`config.mk`:
```
export PLATFORM = sky130hd
export DESIGN_NAME = vector_pls_seq_flat
export DESIGN_NICKNAME = d
export VERILOG_FILES = /design/src/rtl/Pu_inst.sv /design/src/rtl/Vector_pls_seq_pkg.sv /design/src/rtl/vector_pls_seq_if.sv /design/src/rtl/vector_pls_seq.sv /design/src/flat_wrapper.sv
export SDC_FILE = /design/constraint.sdc
export NUM_CORES = 1
export LEC_CHECK = 0
export BUFFER_PORTS_ARGS = -buffer_cell sky130_fd_sc_hd__buf_4
export CAP_MARGIN = 20
export CORE_ASPECT_RATIO = 2
export CORE_MARGIN = 2
export CORE_UTILIZATION = 46
export CTS_CLUSTER_SIZE = 30
export DETAILED_ROUTE_END_ITERATION = 8
export GPL_TIMING_DRIVEN = 0
export PLACE_DENSITY = 0.75
export SLEW_MARGIN = 20
export SYNTH_ARGS = -nofsm -noshare
export SYNTH_HDL_FRONTEND = slang
export SYNTH_SLANG_ARGS = --single-unit
```
`constraint.sdc`:
```
create_clock -name clk -period 1.9 [get_ports clk]
set_input_delay 0 -clock clk [delete_from_list [all_inputs] [get_ports clk]]
set_output_delay 0 -clock clk [all_outputs]
set_load 0.01 [all_outputs]
```
`src/rtl/Pu_inst.sv`:
```
// Shared permute-unit instruction types; the fxv predicate condition is used by the
// vector load/store sequencer.
package Pu_inst;

    localparam int unsigned FXV_COND_W = 2;

    typedef enum logic [FXV_COND_W-1:0] {
        FXV_COND_EQ     = 2'd0,
        FXV_COND_LT     = 2'd1,
        FXV_COND_GT     = 2'd2,
        FXV_COND_ALWAYS = 2'd3
    } fxv_cond_t;

endpackage

```
`src/rtl/Vector_pls_seq_pkg.sv`:
```
// Types and sizing helpers for the vector permute/load-store sequencer.
package Vector_pls_seq_pkg;

    localparam int unsigned DEF_NUM_ELEMS = 8;
    localparam int unsigned DEF_ELEM_SIZE = 16;
    localparam int unsigned VREG_IDX_W    = 5;

    typedef enum logic [1:0] {
        ST_IDLE    = 2'd0,
        ST_CAPTURE = 2'd1,
        ST_ACCESS  = 2'd2,
        ST_WB      = 2'd3
    } seq_state_t;

    // Vector size in bytes (VB); alignment granule for every access.
    function automatic int unsigned vec_bytes(input int unsigned num_elems,
                                              input int unsigned elem_size);
        return (num_elems * elem_size) / 8;
    endfunction

    // Low-bit mask that must be zero in an aligned byte address (valid when VB is a power of two).
    function automatic int unsigned align_mask(input int unsigned vb);
        return vb - 1;
    endfunction

    function automatic bit is_pow2(input int unsigned v);
        return (v != 0) && ((v & (v - 1)) == 0);
    endfunction

endpackage

```
`src/rtl/vector_pls_seq_if.sv`:
```
// Operation, permute-unit, memory and write-back signals of the vector load/store sequencer.
interface vector_pls_seq_if #(
    parameter int unsigned ADDR_WIDTH = 32
);
    import Pu_inst::*;
    import Vector_pls_seq_pkg::*;

    logic                  op_valid;
    logic                  op_ready;
    logic                  op_store;
    fxv_cond_t             op_cond;
    logic [ADDR_WIDTH-1:0] op_addr;
    logic [VREG_IDX_W-1:0] op_vt;

    logic                  pls_capture;
    fxv_cond_t             pls_cond;

    logic                  mem_req;
    logic                  mem_we;
    logic [ADDR_WIDTH-1:0] mem_addr;
    logic                  mem_ack;

    logic                  wb_valid;
    logic [VREG_IDX_W-1:0] wb_reg;

    logic                  done;
    logic                  err;
    logic                  busy;

    modport master (
        output op_valid, op_store, op_cond, op_addr, op_vt, mem_ack,
        input  op_ready, pls_capture, pls_cond, mem_req, mem_we, mem_addr,
               wb_valid, wb_reg, done, err, busy
    );

    modport slave (
        input  op_valid, op_store, op_cond, op_addr, op_vt, mem_ack,
        output op_ready, pls_capture, pls_cond, mem_req, mem_we, mem_addr,
               wb_valid, wb_reg, done, err, busy
    );

endinterface

```
`src/rtl/vector_pls_seq.sv`:
```
// Vector load/store sequencer: latches an operation, strobes the permute unit's compare
// capture, runs one memory access with a saturating timeout, and writes back load results.
module vector_pls_seq
    import Pu_inst::*;
    import Vector_pls_seq_pkg::*;
#(
    parameter int unsigned NUM_ELEMS  = DEF_NUM_ELEMS,
    parameter int unsigned ELEM_SIZE  = DEF_ELEM_SIZE,
    parameter int unsigned ADDR_WIDTH = 32,
    parameter int unsigned TIMEOUT    = 255
) (
    input  logic             clk,
    input  logic             reset,
    vector_pls_seq_if.slave  bus
);

    localparam int unsigned VB         = vec_bytes(NUM_ELEMS, ELEM_SIZE);
    localparam bit          VB_POW2    = is_pow2(VB);
    localparam int unsigned CNT_W      = $clog2(TIMEOUT + 1);
    localparam logic [CNT_W-1:0]      CNT_MAX    = CNT_W'(TIMEOUT);
    localparam logic [CNT_W-1:0]      CNT_LAST   = CNT_W'(TIMEOUT - 1);
    localparam logic [ADDR_WIDTH-1:0] ALIGN_MASK = ADDR_WIDTH'(align_mask(VB));
    localparam logic [ADDR_WIDTH-1:0] VB_A       = ADDR_WIDTH'(VB);

    seq_state_t             state_q, state_d;
    logic                   store_q, store_d;
    fxv_cond_t              cond_q, cond_d;
    logic [ADDR_WIDTH-1:0]  addr_q, addr_d;
    logic [VREG_IDX_W-1:0]  vt_q, vt_d;
    logic [CNT_W-1:0]       cnt_q, cnt_d;

    logic                   pls_capture_q, pls_capture_d;
    fxv_cond_t              pls_cond_q, pls_cond_d;
    logic                   mem_req_q, mem_req_d;
    logic                   mem_we_q, mem_we_d;
    logic [ADDR_WIDTH-1:0]  mem_addr_q, mem_addr_d;
    logic                   wb_valid_q, wb_valid_d;
    logic [VREG_IDX_W-1:0]  wb_reg_q, wb_reg_d;
    logic                   done_q, done_d;
    logic                   err_q, err_d;
    logic                   busy_q, busy_d;

    logic                   misaligned_c;

    assign misaligned_c = VB_POW2 ? (|(bus.op_addr & ALIGN_MASK))
                                  : ((bus.op_addr % VB_A) != '0);

    // Next state, operation latch, timeout counter and next registered outputs.
    always_comb begin
        state_d     = state_q;
        store_d     = store_q;
        cond_d      = cond_q;
        addr_d      = addr_q;
        vt_d        = vt_q;
        cnt_d       = cnt_q;
        done_d      = 1'b0;
        err_d       = 1'b0;
        wb_valid_d  = 1'b0;
        wb_reg_d    = '0;
        pls_capture_d = 1'b0;
        pls_cond_d  = FXV_COND_ALWAYS;
        mem_req_d   = 1'b0;
        mem_we_d    = 1'b0;
        mem_addr_d  = '0;
        busy_d      = 1'b0;

        case (state_q)
            ST_IDLE: begin
                cnt_d = '0;
                if (bus.op_valid) begin
                    store_d = bus.op_store;
                    cond_d  = bus.op_cond;
                    addr_d  = bus.op_addr;
                    vt_d    = bus.op_vt;
                    if (misaligned_c) err_d   = 1'b1;
                    else              state_d = ST_CAPTURE;
                end
            end
            ST_CAPTURE: begin
                cnt_d   = '0;
                state_d = ST_ACCESS;
            end
            ST_ACCESS: begin
                // A completing ack wins over a timeout expiring in the same cycle.
                if (bus.mem_ack) begin
                    state_d = store_q ? ST_IDLE : ST_WB;
                    done_d  = store_q;
                end else begin
                    if (cnt_q != CNT_MAX) cnt_d = cnt_q + CNT_W'(1);
                    if (cnt_q >= CNT_LAST) begin
                        state_d = ST_IDLE;
                        err_d   = 1'b1;
                    end
                end
            end
            ST_WB: begin
                state_d    = ST_IDLE;
                done_d     = 1'b1;
                wb_valid_d = 1'b1;
                wb_reg_d   = vt_q;
            end
            default: state_d = ST_IDLE;
        endcase

        pls_capture_d = (state_d == ST_CAPTURE);
        mem_req_d     = (state_d == ST_ACCESS);
        mem_we_d      = mem_req_d & store_d;
        mem_addr_d    = mem_req_d ? addr_d : '0;
        busy_d        = (state_d != ST_IDLE);
        if ((state_d == ST_CAPTURE) || (state_d == ST_ACCESS)) pls_cond_d = cond_d;
    end

    // State, latch and output registers; reset wins over every input.
    always_ff @(posedge clk) begin
        if (reset) begin
            state_q       <= ST_IDLE;
            store_q       <= 1'b0;
            cond_q        <= FXV_COND_ALWAYS;
            addr_q        <= '0;
            vt_q          <= '0;
            cnt_q         <= '0;
            pls_capture_q <= 1'b0;
            pls_cond_q    <= FXV_COND_ALWAYS;
            mem_req_q     <= 1'b0;
            mem_we_q      <= 1'b0;
            mem_addr_q    <= '0;
            wb_valid_q    <= 1'b0;
            wb_reg_q      <= '0;
            done_q        <= 1'b0;
            err_q         <= 1'b0;
            busy_q        <= 1'b0;
        end else begin
            state_q       <= state_d;
            store_q       <= store_d;
            cond_q        <= cond_d;
            addr_q        <= addr_d;
            vt_q          <= vt_d;
            cnt_q         <= cnt_d;
            pls_capture_q <= pls_capture_d;
            pls_cond_q    <= pls_cond_d;
            mem_req_q     <= mem_req_d;
            mem_we_q      <= mem_we_d;
            mem_addr_q    <= mem_addr_d;
            wb_valid_q    <= wb_valid_d;
            wb_reg_q      <= wb_reg_d;
            done_q        <= done_d;
            err_q         <= err_d;
            busy_q        <= busy_d;
        end
    end

    // Ready is the only output decoded directly; it stays low while reset is held.
    assign bus.op_ready    = (state_q == ST_IDLE) && !reset;
    assign bus.pls_capture = pls_capture_q;
    assign bus.pls_cond    = pls_cond_q;
    assign bus.mem_req     = mem_req_q;
    assign bus.mem_we      = mem_we_q;
    assign bus.mem_addr    = mem_addr_q;
    assign bus.wb_valid    = wb_valid_q;
    assign bus.wb_reg      = wb_reg_q;
    assign bus.done        = done_q;
    assign bus.err         = err_q;
    assign bus.busy        = busy_q;

endmodule

```
`src/flat_wrapper.sv`:
```
// flat-port wrapper written by rule: the top's interface ports become plain ports
module vector_pls_seq_flat import Pu_inst::*; import Vector_pls_seq_pkg::*;
#(
    parameter int unsigned NUM_ELEMS  = DEF_NUM_ELEMS,
    parameter int unsigned ELEM_SIZE  = DEF_ELEM_SIZE,
    parameter int unsigned ADDR_WIDTH = 32,
    parameter int unsigned TIMEOUT    = 255
)
  (clk, reset, bus_op_valid, bus_op_store, bus_op_cond, bus_op_addr, bus_op_vt, bus_mem_ack, bus_op_ready, bus_pls_capture, bus_pls_cond, bus_mem_req, bus_mem_we, bus_mem_addr, bus_wb_valid, bus_wb_reg, bus_done, bus_err, bus_busy);
  vector_pls_seq_if #(.ADDR_WIDTH(ADDR_WIDTH)) bus_i ();
  input  logic clk;
  input  logic reset;
  input wire logic [$bits(bus_i.op_valid)-1:0] bus_op_valid;
  input wire logic [$bits(bus_i.op_store)-1:0] bus_op_store;
  input wire logic [$bits(bus_i.op_cond)-1:0] bus_op_cond;
  input wire logic [$bits(bus_i.op_addr)-1:0] bus_op_addr;
  input wire logic [$bits(bus_i.op_vt)-1:0] bus_op_vt;
  input wire logic [$bits(bus_i.mem_ack)-1:0] bus_mem_ack;
  output wire logic [$bits(bus_i.op_ready)-1:0] bus_op_ready;
  output wire logic [$bits(bus_i.pls_capture)-1:0] bus_pls_capture;
  output wire logic [$bits(bus_i.pls_cond)-1:0] bus_pls_cond;
  output wire logic [$bits(bus_i.mem_req)-1:0] bus_mem_req;
  output wire logic [$bits(bus_i.mem_we)-1:0] bus_mem_we;
  output wire logic [$bits(bus_i.mem_addr)-1:0] bus_mem_addr;
  output wire logic [$bits(bus_i.wb_valid)-1:0] bus_wb_valid;
  output wire logic [$bits(bus_i.wb_reg)-1:0] bus_wb_reg;
  output wire logic [$bits(bus_i.done)-1:0] bus_done;
  output wire logic [$bits(bus_i.err)-1:0] bus_err;
  output wire logic [$bits(bus_i.busy)-1:0] bus_busy;
  assign bus_i.op_valid = bus_op_valid;
  assign bus_i.op_store = bus_op_store;
  assign bus_i.op_cond = bus_op_cond;
  assign bus_i.op_addr = bus_op_addr;
  assign bus_i.op_vt = bus_op_vt;
  assign bus_i.mem_ack = bus_mem_ack;
  assign bus_op_ready = bus_i.op_ready;
  assign bus_pls_capture = bus_i.pls_capture;
  assign bus_pls_cond = bus_i.pls_cond;
  assign bus_mem_req = bus_i.mem_req;
  assign bus_mem_we = bus_i.mem_we;
  assign bus_mem_addr = bus_i.mem_addr;
  assign bus_wb_valid = bus_i.wb_valid;
  assign bus_wb_reg = bus_i.wb_reg;
  assign bus_done = bus_i.done;
  assign bus_err = bus_i.err;
  assign bus_busy = bus_i.busy;
  vector_pls_seq #(.NUM_ELEMS(NUM_ELEMS), .ELEM_SIZE(ELEM_SIZE), .ADDR_WIDTH(ADDR_WIDTH), .TIMEOUT(TIMEOUT)) u_core (.clk(clk), .reset(reset), .bus(bus_i));
endmodule
```
==> results.cfg <==
[critical_path]
crit_path_max_fanout = 5
crit_path_end_kind = flop
cp_slowest_stage_delay_ns = 0.37
crit_chain = inv_1 > ha_1 > nor2_1 > nor4_4 > a2bb2oi_2 > buf_4 > ha_1 > inv_1 > or2_1
cp_slowest_cell = dfxtp_2
worstPathRequired_ns = 2.12
critPathArrivalTime_ns = 2.01
startpoint_type = flop
crit_type = reg2reg

[power_and_ir_drop]
clockPowerShare_pct = 42.5
p_comb_share_pct = 8.2
p_leak_nw = 2.119
p_int_mw = 3.351
swShare_pct = 20.94
switching_power_mw = 0.8876
seqPwrFrac_pct = 49.4
peakVddDrop_v = 0.0006518
p_per_area_nw_per_um2 = 884.5

[timing]
fin_worst_skew_ns = 0.007238
tns_ns = 0
maxSlewViolCount = 0
worstMarginPinSlew_ns = 0.6057
hold_violations = 0
setup-violations-final = 0
min_period_ns = 1.794
fin_crit_sh_pct = 94.44
rsz0062_at_grt = false
fmax_mhz = 557.3
relSlewSlack_pct = 59.24
whs_ns = 0.05747

[drt]
dr.pass1.iters = 4
drc_errors = 0
post_drt_wl_per_cell_um = 12.34
postRouteAntennaNets = 0
drt_wl_total_um = 7147
dr_total_vias = 2701
drt_iter0_drc = 128
via_per_inst = 4.665

[min_path]
hold_class = in2reg

[floorplan]
die_h_um = 122.2
start_util_pct = 46.99
die_width_um = 63.08
core.rowCount = 43
coreArea_um2 = 6833
num_io_pins = 91
die_area_um2 = 7705

[clocking]
clkLatencyLatePin_ns = 0.33
root_buffer = clkbuf_16
cts_sinks = 96
cts_tree = yes
cts_max_level = 3
clk_pin_slew_ns = 0.06
cts_max_path_buffers = 2
cts_buffers = 9

[grt]
grt_overflow_total = 0
grt.met3_usage_pct = 5.448
grt_use_met1_pct = 22.54
grt_pass1_vias = 2656
grt-busiest-layer = met2
antenna_found_initial = 0
use_met2_pct = 31.85
grt_max_degree = 16
gr-usage-all-layers_pct = 19.37
grt_pass1_wl_um = 11730

[finish]
fillers = 519
drive_gt1_share_pct = 28.02
layout_commonest_cell = buf_4
fin_util_pct = 70.13
nNetsFinal = 534
area.sequential_um2 = 1932
final_cell_mix = buf_4, dfxtp_1, nand2_1
multi_input_area_um2 = 1206
area_delta_synth_final_pct = 49.26
antenna_cells = 0

[logic_synthesis]
synth.distinct_cells = 34
synth_flop_cell = dfxtp_1
synth_nets = 390
ys_seq_area_share_pct = 59.86
ys_seq_elements = 96
synth_edf_count = 0
async_reset_ff_share_pct = 0
yosysWarnings = 0
syn_area_um2 = 3211
syn_avg_cell_area_um2 = 9.415
synthCells = 341

[place]
dp_hpwl_um = 4581
routabilityCongestion = 0.7509
io_buffers = 90

[job]
drv_cap = 0

[status]
status = finished clean
[repair_timing]
action	4_1_cts	5_1_grt
endpoints found under the setup margin	38	32
endpoints found under the hold margin	42	0
pin swaps	4	3
setup buffers	3	0
hold buffers	40	0
resized for setup	16	7
[synth_stat cells (all sizes together) (2+ instances only)]
cell type / number / area [um^2]
and3: 6 / 37.54
inv: 5 / 18.77
o21ai: 2 / 10.01
nor4: 2 / 12.51
ha: 5 / 62.56
nand4: 4 / 25.02
dfxtp: 96 / 1922
or2: 2 / 12.51
clkbuf: 10 / 37.54
nor3: 2 / 10.01
or3: 2 / 12.51
nor2b: 2 / 12.51
nand3b: 2 / 22.52
nand2: 84 / 320.3
a21oi: 42 / 210.2
o211ai: 2 / 15.01
buf: 9 / 66.31
a2bb2oi: 2 / 17.52
and2: 34 / 212.7
xor2: 4 / 35.03
nor2: 14 / 52.55
[cell type report]
class	instances	share of cell area (%)
Buffer	19	2.480
Clock buffer	11	5.274
Clock inverter	4	1.097
Inverter	5	0.3916
Multi-Input combinational cell	221	25.17
Sequential cell	96	40.31
Tap cell	90	2.350
Timing Repair Buffer	133	22.92
[per-stage QoR]
step                power [mW]  setup slack (ns)  cell area, um^2  instances
floorplan                2.278          0.003542             3211        341
global placement         2.402           -0.5023             3999        521
detailed placement       2.407           -0.5105             3999        521
CTS                      4.285           0.05216             4776        579
global route             4.400          0.003896             4792        579
finish                   4.238            0.1056             4792        579
[cell families after synthesis]
family                     synth area share, %
and+or+nand+nor                          24.67
xor gates and xnor gates                 1.364
DFF                                      59.86
AOI/OAI and AO/OA                        8.340
adders and majority gates                1.949
buffers and inverters                    3.819
[worst max-delay path, delay by kind of cell, from the launching register on]
kind / cells / cell delay, ns
AO/OA/AOI/OAI: 1 / 0.14
adder cells (fa/ha/maj): 2 / 0.45
buffers and inverters: 3 / 0.25
flip-flops: 1 / 0.37
AND/OR/NAND/NOR: 3 / 0.46
[layer usage]
| layer | up-vias | wire length, um |
|---|---|---|
| li1 | 1390 | - |
| met1 | 1197 | 3003 |
| met2 | 96 | 3465 |
| met4 | 0 | 235 |
| met3 | 18 | 443 |
| met5 | - | 0 |
[final timing paths]
kind / from / depth (start not counted) / end / slack [ns]
max: u_core.cnt_q[0]$_SDFFE_PP0P_ / 9 / u_core.bus.pls_cond[1]$_SDFF_PP1_ / 0.11
min: bus_mem_ack / 3 / u_core.bus.done$_SDFF_PP0_ / 0.06
max reg2reg: u_core.cnt_q[0]$_SDFFE_PP0P_ / 9 / u_core.bus.pls_cond[1]$_SDFF_PP1_ / 0.11
min reg2reg: u_core.vt_q[1]$_SDFFE_PP0P_ / 2 / u_core.vt_q[1]$_SDFFE_PP0P_ / 0.45
[power groups by stage]
| stage | clock network, mW | logic [mW] | registers, mW |
|---|---|---|---|
| 2_1_floorplan | 0 | 0.142 | 2.14 |
| 3_3_place_gp | 0 | 0.267 | 2.13 |
| 3_5_place_dp | 0 | 0.270 | 2.14 |
| 4_1_cts | 1.85 | 0.346 | 2.09 |
| 5_1_grt | 1.92 | 0.385 | 2.10 |
| 6_report | 1.80 | 0.347 | 2.09 |
Power figures use the tool's default switching activity.
